[src/rtl/uc_pkg.sv]
// Shared encodings for the multicycle RV32I control unit: FSM states, opcodes,
// ALU operation codes for both control widths, and datapath mux selects.
package uc_pkg;

  typedef enum logic [3:0] {
    S_FETCH    = 4'd0,
    S_DECODE   = 4'd1,
    S_MEMADR   = 4'd2,
    S_MEMREAD  = 4'd3,
    S_MEMWB    = 4'd4,
    S_MEMWRITE = 4'd5,
    S_EXEC_R   = 4'd6,
    S_EXEC_I   = 4'd7,
    S_ALUWB    = 4'd8,
    S_BRANCH   = 4'd9,
    S_JAL      = 4'd10,
    S_TRAP     = 4'd11
  } state_t;

  localparam logic [6:0] OP_LOAD   = 7'b0000011;
  localparam logic [6:0] OP_STORE  = 7'b0100011;
  localparam logic [6:0] OP_RTYPE  = 7'b0110011;
  localparam logic [6:0] OP_ITYPE  = 7'b0010011;
  localparam logic [6:0] OP_BRANCH = 7'b1100011;
  localparam logic [6:0] OP_JAL    = 7'b1101111;

  localparam logic [2:0] ALU3_ADD = 3'b000;
  localparam logic [2:0] ALU3_SUB = 3'b001;
  localparam logic [2:0] ALU3_AND = 3'b010;
  localparam logic [2:0] ALU3_OR  = 3'b011;
  localparam logic [2:0] ALU3_SLT = 3'b101;

  localparam logic [3:0] ALU4_XOR  = 4'b0100;
  localparam logic [3:0] ALU4_SLTU = 4'b0110;
  localparam logic [3:0] ALU4_SLL  = 4'b0111;
  localparam logic [3:0] ALU4_SRL  = 4'b1000;
  localparam logic [3:0] ALU4_SRA  = 4'b1001;

  localparam logic [1:0] RES_ALUOUT = 2'b00;
  localparam logic [1:0] RES_DATA   = 2'b01;
  localparam logic [1:0] RES_ALURES = 2'b10;

  localparam logic [1:0] SRCA_PC    = 2'b00;
  localparam logic [1:0] SRCA_OLDPC = 2'b01;
  localparam logic [1:0] SRCA_RD1   = 2'b10;

  localparam logic [1:0] SRCB_RD2  = 2'b00;
  localparam logic [1:0] SRCB_IMM  = 2'b01;
  localparam logic [1:0] SRCB_FOUR = 2'b10;

  localparam logic [1:0] IMM_I = 2'b00;
  localparam logic [1:0] IMM_S = 2'b01;
  localparam logic [1:0] IMM_B = 2'b10;
  localparam logic [1:0] IMM_J = 2'b11;

  function automatic logic [1:0] imm_sel(input logic [6:0] opcode);
    case (opcode)
      OP_STORE:  return IMM_S;
      OP_BRANCH: return IMM_B;
      OP_JAL:    return IMM_J;
      default:   return IMM_I;
    endcase
  endfunction

endpackage

[src/rtl/uc_branch_cond.sv]
// Branch-taken evaluation for the six RV32I conditional branches from the ALU
// compare flags; the reserved funct3 codes 010/011 never branch.
module uc_branch_cond (
  input  logic [2:0] f3,
  input  logic       zero,
  input  logic       lt,
  input  logic       ltu,
  output logic       taken
);

  always_comb begin
    taken = 1'b0;
    case (f3)
      3'b000:  taken = zero;
      3'b001:  taken = !zero;
      3'b100:  taken = lt;
      3'b101:  taken = !lt;
      3'b110:  taken = ltu;
      3'b111:  taken = !ltu;
      default: taken = 1'b0;
    endcase
  end

endmodule

[src/rtl/uc_multicycle.sv]
// Multicycle RV32I control unit: Moore sequencing FSM with mem_ready wait states.
// Define UC_TRAP_EN to park illegal opcodes in TRAP with a sticky illegal flag.
module uc_multicycle
  import uc_pkg::*;
#(
  parameter int ALU_CTRL_W = 3,
  parameter bit HAS_WAIT   = 1'b1
) (
  input  logic                  clk,
  input  logic                  rst_n,
  input  logic [6:0]            op,
  input  logic [2:0]            f3,
  input  logic                  f7,
  input  logic                  zero,
  input  logic                  lt,
  input  logic                  ltu,
  input  logic                  mem_ready,
  output logic                  pcWrite,
  output logic                  adrSrc,
  output logic                  memWrite,
  output logic                  irWrite,
  output logic [1:0]            resSrc,
  output logic [1:0]            aluSrcA,
  output logic [1:0]            aluSrcB,
  output logic [1:0]            immSrc,
  output logic [ALU_CTRL_W-1:0] ALUcontrol,
  output logic                  regWrite,
  output logic [3:0]            state,
  output logic                  illegal
);

  localparam bit EXT_OPS = (ALU_CTRL_W >= 4);

  localparam logic [ALU_CTRL_W-1:0] C_ADD  = ALU_CTRL_W'(ALU3_ADD);
  localparam logic [ALU_CTRL_W-1:0] C_SUB  = ALU_CTRL_W'(ALU3_SUB);
  localparam logic [ALU_CTRL_W-1:0] C_AND  = ALU_CTRL_W'(ALU3_AND);
  localparam logic [ALU_CTRL_W-1:0] C_OR   = ALU_CTRL_W'(ALU3_OR);
  localparam logic [ALU_CTRL_W-1:0] C_SLT  = ALU_CTRL_W'(ALU3_SLT);
  localparam logic [ALU_CTRL_W-1:0] C_XOR  = ALU_CTRL_W'(ALU4_XOR);
  localparam logic [ALU_CTRL_W-1:0] C_SLTU = ALU_CTRL_W'(ALU4_SLTU);
  localparam logic [ALU_CTRL_W-1:0] C_SLL  = ALU_CTRL_W'(ALU4_SLL);
  localparam logic [ALU_CTRL_W-1:0] C_SRL  = ALU_CTRL_W'(ALU4_SRL);
  localparam logic [ALU_CTRL_W-1:0] C_SRA  = ALU_CTRL_W'(ALU4_SRA);

  state_t                r_state;
  state_t                w_next;
  logic                  w_ready;
  logic                  w_taken;
  logic [ALU_CTRL_W-1:0] w_alu_fn;

  assign w_ready = HAS_WAIT ? mem_ready : 1'b1;
  assign state   = r_state;

  uc_branch_cond u_branch_cond (
    .f3    (f3),
    .zero  (zero),
    .lt    (lt),
    .ltu   (ltu),
    .taken (w_taken)
  );

  always_ff @(posedge clk or negedge rst_n) begin
    if (!rst_n) r_state <= S_FETCH;
    else        r_state <= w_next;
  end

  always_comb begin
    w_next = r_state;
    case (r_state)
      S_FETCH:    w_next = w_ready ? S_DECODE : S_FETCH;
      S_DECODE: begin
        case (op)
          OP_LOAD, OP_STORE: w_next = S_MEMADR;
          OP_RTYPE:          w_next = S_EXEC_R;
          OP_ITYPE:          w_next = S_EXEC_I;
          OP_BRANCH:         w_next = S_BRANCH;
          OP_JAL:            w_next = S_JAL;
`ifdef UC_TRAP_EN
          default:           w_next = S_TRAP;
`else
          default:           w_next = S_FETCH;
`endif
        endcase
      end
      S_MEMADR:   w_next = op[5] ? S_MEMWRITE : S_MEMREAD;
      S_MEMREAD:  w_next = w_ready ? S_MEMWB : S_MEMREAD;
      S_MEMWB:    w_next = S_FETCH;
      S_MEMWRITE: w_next = w_ready ? S_FETCH : S_MEMWRITE;
      S_EXEC_R,
      S_EXEC_I:   w_next = S_ALUWB;
      S_ALUWB:    w_next = S_FETCH;
      S_BRANCH:   w_next = S_FETCH;
      S_JAL:      w_next = S_ALUWB;
      S_TRAP:     w_next = S_TRAP;
      default:    w_next = S_FETCH;
    endcase
  end

`ifdef UC_TRAP_EN
  logic r_illegal;

  always_ff @(posedge clk or negedge rst_n) begin
    if (!rst_n)                                         r_illegal <= 1'b0;
    else if (r_state == S_DECODE && w_next == S_TRAP)   r_illegal <= 1'b1;
  end

  assign illegal = r_illegal;
`else
  assign illegal = 1'b0;
`endif

  // Shift/xor/sltu only exist in the wide ALU; the narrow one falls back to add.
  always_comb begin
    w_alu_fn = C_ADD;
    case (f3)
      3'b000:  w_alu_fn = (op[5] && f7) ? C_SUB : C_ADD;
      3'b010:  w_alu_fn = C_SLT;
      3'b110:  w_alu_fn = C_OR;
      3'b111:  w_alu_fn = C_AND;
      3'b100:  w_alu_fn = EXT_OPS ? C_XOR : C_ADD;
      3'b011:  w_alu_fn = EXT_OPS ? C_SLTU : C_ADD;
      3'b001:  w_alu_fn = EXT_OPS ? C_SLL : C_ADD;
      3'b101:  w_alu_fn = EXT_OPS ? (f7 ? C_SRA : C_SRL) : C_ADD;
      default: w_alu_fn = C_ADD;
    endcase
  end

  always_comb begin
    pcWrite    = 1'b0;
    adrSrc     = 1'b0;
    memWrite   = 1'b0;
    irWrite    = 1'b0;
    regWrite   = 1'b0;
    resSrc     = RES_ALUOUT;
    aluSrcA    = SRCA_PC;
    aluSrcB    = SRCB_RD2;
    ALUcontrol = C_ADD;
    immSrc     = imm_sel(op);
    case (r_state)
      S_FETCH: begin
        aluSrcB = SRCB_FOUR;
        resSrc  = RES_ALURES;
        irWrite = w_ready;
        pcWrite = w_ready;
      end
      S_DECODE: begin
        aluSrcA = SRCA_OLDPC;
        aluSrcB = SRCB_IMM;
      end
      S_MEMADR: begin
        aluSrcA = SRCA_RD1;
        aluSrcB = SRCB_IMM;
      end
      S_MEMREAD:  adrSrc = 1'b1;
      S_MEMWB: begin
        resSrc   = RES_DATA;
        regWrite = 1'b1;
      end
      S_MEMWRITE: begin
        adrSrc   = 1'b1;
        memWrite = 1'b1;
      end
      S_EXEC_R: begin
        aluSrcA    = SRCA_RD1;
        ALUcontrol = w_alu_fn;
      end
      S_EXEC_I: begin
        aluSrcA    = SRCA_RD1;
        aluSrcB    = SRCB_IMM;
        ALUcontrol = w_alu_fn;
      end
      S_ALUWB:    regWrite = 1'b1;
      S_BRANCH: begin
        aluSrcA    = SRCA_RD1;
        ALUcontrol = C_SUB;
        pcWrite    = w_taken;
      end
      S_JAL: begin
        aluSrcA = SRCA_OLDPC;
        aluSrcB = SRCB_FOUR;
        pcWrite = 1'b1;
      end
      default: ;
    endcase
    if (!rst_n) begin
      pcWrite    = 1'b0;
      adrSrc     = 1'b0;
      memWrite   = 1'b0;
      irWrite    = 1'b0;
      regWrite   = 1'b0;
      resSrc     = 2'b00;
      aluSrcA    = 2'b00;
      aluSrcB    = 2'b00;
      immSrc     = 2'b00;
      ALUcontrol = '0;
    end
  end

endmodule

[config.mk]
export PLATFORM = sky130hd
export DESIGN_NAME = uc_multicycle
export DESIGN_NICKNAME = d
export VERILOG_FILES = /design/src/rtl/uc_pkg.sv /design/src/rtl/uc_branch_cond.sv /design/src/rtl/uc_multicycle.sv
export SDC_FILE = /design/constraint.sdc
export NUM_CORES = 1
export LEC_CHECK = 0
export CORE_UTILIZATION = 45
export CTS_BUF_LIST = sky130_fd_sc_hd__clkbuf_8
export CTS_CLUSTER_DIAMETER = 150
export DETAILED_ROUTE_END_ITERATION = 12
export DONT_BUFFER_PORTS = 1
export PLACE_DENSITY = 0.59
export SLEW_MARGIN = 20
export SYNTH_ARGS = -nofsm -noshare
export SYNTH_HDL_FRONTEND = slang
export SYNTH_SLANG_ARGS = --single-unit
[constraint.sdc]
create_clock -name clk -period 2.5 [get_ports clk]
set_input_delay 0 -clock clk [delete_from_list [all_inputs] [get_ports clk]]
set_output_delay 0 -clock clk [all_outputs]
set_load 0.02 [all_outputs]
==> impl_metrics.yaml, run 1 <==
global_route:
  grt_pass1_wl_mm: 2.25
  grt_max_degree: 17
  grt_pass1_vias: 560
  track_usage_pct: 21.4
  grt_overflow: 0
  antenna_found_initial: 0
routing:
  drtPass1Iterations: 4
  dr_total_vias: 667
  wl_per_cell_microns: 14.2
  drtAntennaViolNets: 0
  drtIter0Drc: 8
  via_per_inst: 6.18
  wl_mm: 1.54
  drc_errors: 0
synth:
  synth_seq_area_share_pct: 15.6
  ys_types: 39
  ys_seq_elements: 4
  syn_inst: 88
  synthFlopType: "dfrtp_1"
  synth_edf_count: 0
  avgSynthCellArea_sq_um: 7.31
  yosysWarnings: 0
  syn_nets: 105
  async_reset_ff_share_pct: 100
  syn_area_sq_um: 643
sta:
  fin_crit_ns: 2.13
  fin_skew_ns: 0.00410
  fin_setup_tns_ns: 0
  drv_slew: 0
  fin_crit_sh_pct: 85.1
  worstMarginPinSlew_ns: 0.937
  setup_violations: 0
  max-slew-margin-rel_pct: 36.7
  max_clock_freq_ghz: 0.470
  hold_viol: 0
  rsz0062_at_grt: "no"
power_and_ir_drop:
  p_clk_share_pct: 44.7
  irDropWorstVdd_v: 0.000191
  power.share.sequential_pct: 28.1
  netSwitchingFraction_pct: 31.1
  p_sw_uw: 93.1
  p_leak_nw: 0.284
  p_int_uw: 206
  comb_power_share_pct: 27.2
  pwr_density_cell_nw_per_um2: 410
floorplanning:
  ioPinCount: 38
  core_area_sq_um: 1320
  rows: 13
  fp.dieW_microns: 39.8
  fp.dieH_microns: 39.8
  die-area_sq_um: 1580
  start_util_pct: 48.8
clock_tree:
  cts_made_buffers: 3
  path_clk_slew_ns: 0.03
  postCtsSetupBuffers: 0
  ctsHoldBuffers: 4
  cts_sinks: 4
  cts-htree-levels: 1
  cts_root_buf: "clkbuf_8"
  clockBufferDepth: 2
  cts_tree: "yes"
  cts.repair.resized: 0
  clock_latency_ns: 0.22
layout:
  areaGrowthSynthToFinish_pct: 13.6
  antenna_cells: 0
  largest_reg_flops: 4
  multi_input_area_sq_um: 497
  n_fill_cell: 143
  drive_above_1_share_pct: 16.1
  final_area_sq_um: 731
  nNetsFinal: 112
  seq_area_sq_um: 100
placed_design:
  io_buffers: 0
  gp_congestion: 0.775
  hpwl_mm: 1.13
  postPlaceCellArea_sq_um: 649
worst_setup_path:
  critical_path_class: "register to register"
  cp_max_fo: 15
  endpoint_kind: "register"
  cp-start-kind: "register"
  worstPathArrival_ns: 2.27
  required_ns: 2.65
hold_path:
  hold_path_class: "primary input to primary output"
outcome:
  status: "completed"
flow_run:
  cap_violations: 0
## cell usage in the layout, fill, tap and decap left out, types with 2 or more instances in the layout
cell	netlist	routed
nand2_1	6	6
clkbuf_8	0	3
inv_1	2	2
nor4b_1	3	3
buf_4	4	3
nor3_2	2	2
o21ai_0	5	5
nor4_1	2	2
dfrtp_1	4	4
nor3_1	4	4
nand2b_1	7	7
xor2_1	4	4
dlygate4sd3_1	0	4
nand3_1	2	2
a21oi_1	5	5
nor3b_1	2	2
mux2i_1	2	2
nor2_1	11	11
## critical path, stage by stage, from the launching register on
cell           delay [ns]
dfrtp_1              0.73
nand2b_1             0.24
nor3b_1              0.32
o21bai_1             0.12
o21ai_1              0.08
dlygate4sd3_1        0.56
## cells in the mapped netlist (all sizes together), types with 2 or more instances
master	count	area, sq um
nor4	2	12.5
nor3b	2	15.0
buf	5	35.0
nor2	11	41.3
mux2i	2	20.0
a21oi	5	25.0
xor2	4	35.0
or3	2	17.5
nand2b	7	43.8
o21ai	6	30.0
nor3	7	56.3
and2	2	13.8
inv	3	11.3
nand2	6	22.5
nand3	2	10.0
nor4b	4	41.3
dfrtp	4	100
## per-layer routing
| layer | part of all wire (%) | GRT usage [%] |
|---|---|---|
| met1 | 43 | 27.2 |
| met2 | 48 | 33.6 |
| met3 | 8.3 | 4.55 |
| met4 | 0 | 10.3 |
| met5 | 0 | 0 |
## power by group through the flow
stage | combinational (mW) | sequential (mW) | clock (mW)
2_1_floorplan | 0.0763 | 0.0765 | 0
3_3_place_gp | 0.0754 | 0.0844 | 0
3_5_place_dp | 0.0767 | 0.0846 | 0
4_1_cts | 0.0820 | 0.0839 | 0.137
5_1_grt | 0.0908 | 0.0854 | 0.142
6_report | 0.0815 | 0.0841 | 0.134
## cell type report
cell class,instances,area share (%)
clock buffer,3,5.65
tap,15,2.57
sequential,4,13.7
timing repair buffer,7,8.56
multi-input combinational,76,68.0
inverter,3,1.54
## cells by family after synthesis
logic type / share of synthesized area, %
AND/OR/NAND/NOR: 46.9
AO/OA/AOI/OAI: 19.8
buffers and inverters: 7.20
XOR/XNOR: 6.81
flip-flops: 15.6
multiplexers: 3.11
other: 0.583
## final timing paths
kind	to	slack, ns	from	cells after the start
setup / recovery	state[2]	0.37	state[0]	5
hold / removal	ALUcontrol[2]	0.05	f3[0]	1
setup reg to reg	state[2]	0.37	state[0]	5
hold reg to reg	state[1]	0.89	state[2]	2
max in group asynchronous	state[2]	2.27	rst_n	1
min in group asynchronous	state[0]	0.06	rst_n	1
## through the flow
stage	hold WS (ns)	std cells	worst slack, ns	power [mW]	utilization [%]
4_1_cts	0.0529	108	0.405	0.303	55.5
3_3_place_gp	-0.295	101	0.807	0.160	49.3
5_1_grt	0.0546	108	0.216	0.318	55.5
2_1_floorplan	-0.296	88	0.923	0.153	-
3_5_place_dp	-0.295	101	0.767	0.161	49.3
6_report	0.0521	108	0.372	0.299	55.5
Power figures use the tool's default switching activity.
==> run 2, diff against run 1 <==
--- a/config.mk
+++ b/config.mk
@@ -5,12 +5,14 @@
 export SDC_FILE = /design/constraint.sdc
 export NUM_CORES = 1
 export LEC_CHECK = 0
+export CELL_PAD_IN_SITES_DETAIL_PLACEMENT = 1
+export CELL_PAD_IN_SITES_GLOBAL_PLACEMENT = 1
 export CORE_UTILIZATION = 45
 export CTS_BUF_LIST = sky130_fd_sc_hd__clkbuf_8
 export CTS_CLUSTER_DIAMETER = 150
 export DETAILED_ROUTE_END_ITERATION = 12
 export DONT_BUFFER_PORTS = 1
-export PLACE_DENSITY = 0.59
+export PLACE_DENSITY = 0.82
 export SLEW_MARGIN = 20
 export SYNTH_ARGS = -nofsm -noshare
 export SYNTH_HDL_FRONTEND = slang
==> run 2 against run 1 <==
Die area is the same. Clock-buffer cell count is the same. Sequential share of layout area is the same. Worst hold slack improved by 0.00087 ns. Critical path type unchanged.
==> impl_metrics.yaml, run 2 (synthesis gave the netlist of run 1 again) <==
worst_setup_path:
  cpPeakStageDelay_ns: 0.76
  r2r_start: "state[0]"
  critical_path_class: "register to register"
  worstPathArrival_ns: 2.36
  cp_max_fo: 15
  cp_top_family: "flip-flops"
  crit_cells: 5
  endpoint_kind: "register"
  cp-start-kind: "register"
  required_ns: 2.65
  cp_num_buf_inv: 1
  worstRegToRegCells: 5
  cp_slowest_cell: "dfrtp_1"
  crit_path_cell_trace: "nand2b_1 -> nor3b_1 -> o21bai_1 -> o21ai_1 -> dlygate4sd3_1"
  startpoint: "state[0]"
routing:
  drtAntennaViolNets: 0
  via_per_inst: 6.40
  wl_met1_microns: 808
  drtPass1Iterations: 4
  drtIter0Drc: 5
  dr_wl_met3_microns: 113
  route.met2.wl_microns: 918
  dr_total_vias: 691
  wl_per_cell_microns: 17.2
  drc_errors: 0
  top_layer: "met4"
  wl_mm: 1.86
sta:
  fin_crit_ns: 2.22
  max-slew-margin-rel_pct: 36.6
  fin_skew_ns: 0.00255
  drv_slew: 0
  worstMarginPinSlew_ns: 0.938
  hold_ws_ns: 0.0530
  max_clock_freq_ghz: 0.451
  rsz0062_at_grt: "no"
  hold_viol: 0
  fin_setup_tns_ns: 0
  setup_violations: 0
  fin_crit_sh_pct: 88.7
clock_tree:
  cts.repair.resized: 0
  cts_made_buffers: 3
  cts_tree: "yes"
  cts-htree-levels: 1
  clockBufferDepth: 2
  cts_sinks: 4
  cts_root_buf: "clkbuf_8"
  clock_latency_ns: 0.22
  path_clk_slew_ns: 0.03
global_route:
  grt_max_degree: 17
  grt_pass1_vias: 601
  track_usage_pct: 25.4
  grt_overflow: 0
  grt_pass1_wl_mm: 2.64
  antenna_found_initial: 0
power_and_ir_drop:
  comb_power_share_pct: 27.4
  netSwitchingFraction_pct: 32.5
  power.share.sequential_pct: 27.6
  p_clk_share_pct: 45.0
  pwr_density_cell_nw_per_um2: 419
  p_leak_nw: 0.284
  p_sw_uw: 99.6
  p_int_uw: 207
  irDropWorstVdd_v: 0.000219
layout:
  areaGrowthSynthToFinish_pct: 13.6
  antenna_cells: 0
  final_common_cell: "nor2_1"
  layout_common_cells: "11 x nor2_1, 7 x nand2b_1, 6 x nand2_1, 5 x a21oi_1, 5 x o21ai_0"
  drive_above_1_share_pct: 16.1
  largest_reg_flops: 4
  nNetsFinal: 112
placed_design:
  hpwl_mm: 1.30
  io_buffers: 0
  gp_congestion: 0.806
floorplanning:
  ioPinCount: 38
  die-area_sq_um: 1580
  fp.dieH_microns: 39.8
  start_util_pct: 48.8
  rows: 13
  fp.dieW_microns: 39.8
  core_area_sq_um: 1320
flow_run:
  cap_violations: 0
hold_path:
  holdCritStartpoint: "f3[0]"
  hold_depth: 1
  hold_path_class: "primary input to primary output"
outcome:
  status: "completed"
[run 2: worst reg2reg max path: cells and delay by family (launching register included)]
family,cells,cell delay (ns)
AOI/OAI and AO/OA,2,0.24
buffers and inverters,1,0.59
DFF,1,0.76
and+or+nand+nor,2,0.57
[run 2: final timing paths]
path / to / slack [ns]
worst max-delay path: state[2] / 0.28
worst min-delay path: ALUcontrol[2] / 0.05
worst max register to register: state[2] / 0.28
worst min register to register: state[0] / 0.95
max in group asynchronous: state[1] / 2.25
min in group asynchronous: state[0] / 0.07
[run 2: what timing repair did]
action	4_1_cts	5_1_grt
setup endpoints to repair	0	0
hold buffers	4	0
setup buffers	0	0
endpoints found under the hold margin	5	0
[run 2: power groups by stage]
stage               Clock (mW)  Combinational [mW]  Sequential [mW]
floorplan                    0              0.0763           0.0765
global placement             0              0.0756           0.0841
detailed placement           0              0.0781           0.0849
CTS                      0.140              0.0839           0.0842
global route             0.143              0.0925           0.0854
finish                   0.138              0.0839           0.0845
[run 2: stage by stage]
stage	area (sq um)	total power, mW	setup slack, ns	std cells	utilization (%)
4_1_cts	731	0.308	0.384	108	55.5
3_5_place_dp	649	0.163	0.791	101	49.3
5_1_grt	731	0.321	0.162	108	55.5
3_3_place_gp	649	0.160	0.818	101	49.3
6_report	731	0.306	0.283	108	55.5
2_1_floorplan	643	0.153	0.923	88	-
[run 2: metal layers]
metal,global-route usage (%),vias to the layer above
met2,42.6,32
met3,4.55,2
met1,32.1,333
met4,7.76,0
met5,0,-
li1,-,324
[run 2: cell type report]
| cell class | count | area [sq um] |
|---|---|---|
| fill | 170 | 587 |
| clock buffer | 3 | 41.3 |
| inverter | 3 | 11.3 |
| multi-input combinational | 76 | 497 |
| sequential | 4 | 100 |
| tap | 15 | 18.8 |
| timing repair buffer | 7 | 62.6 |
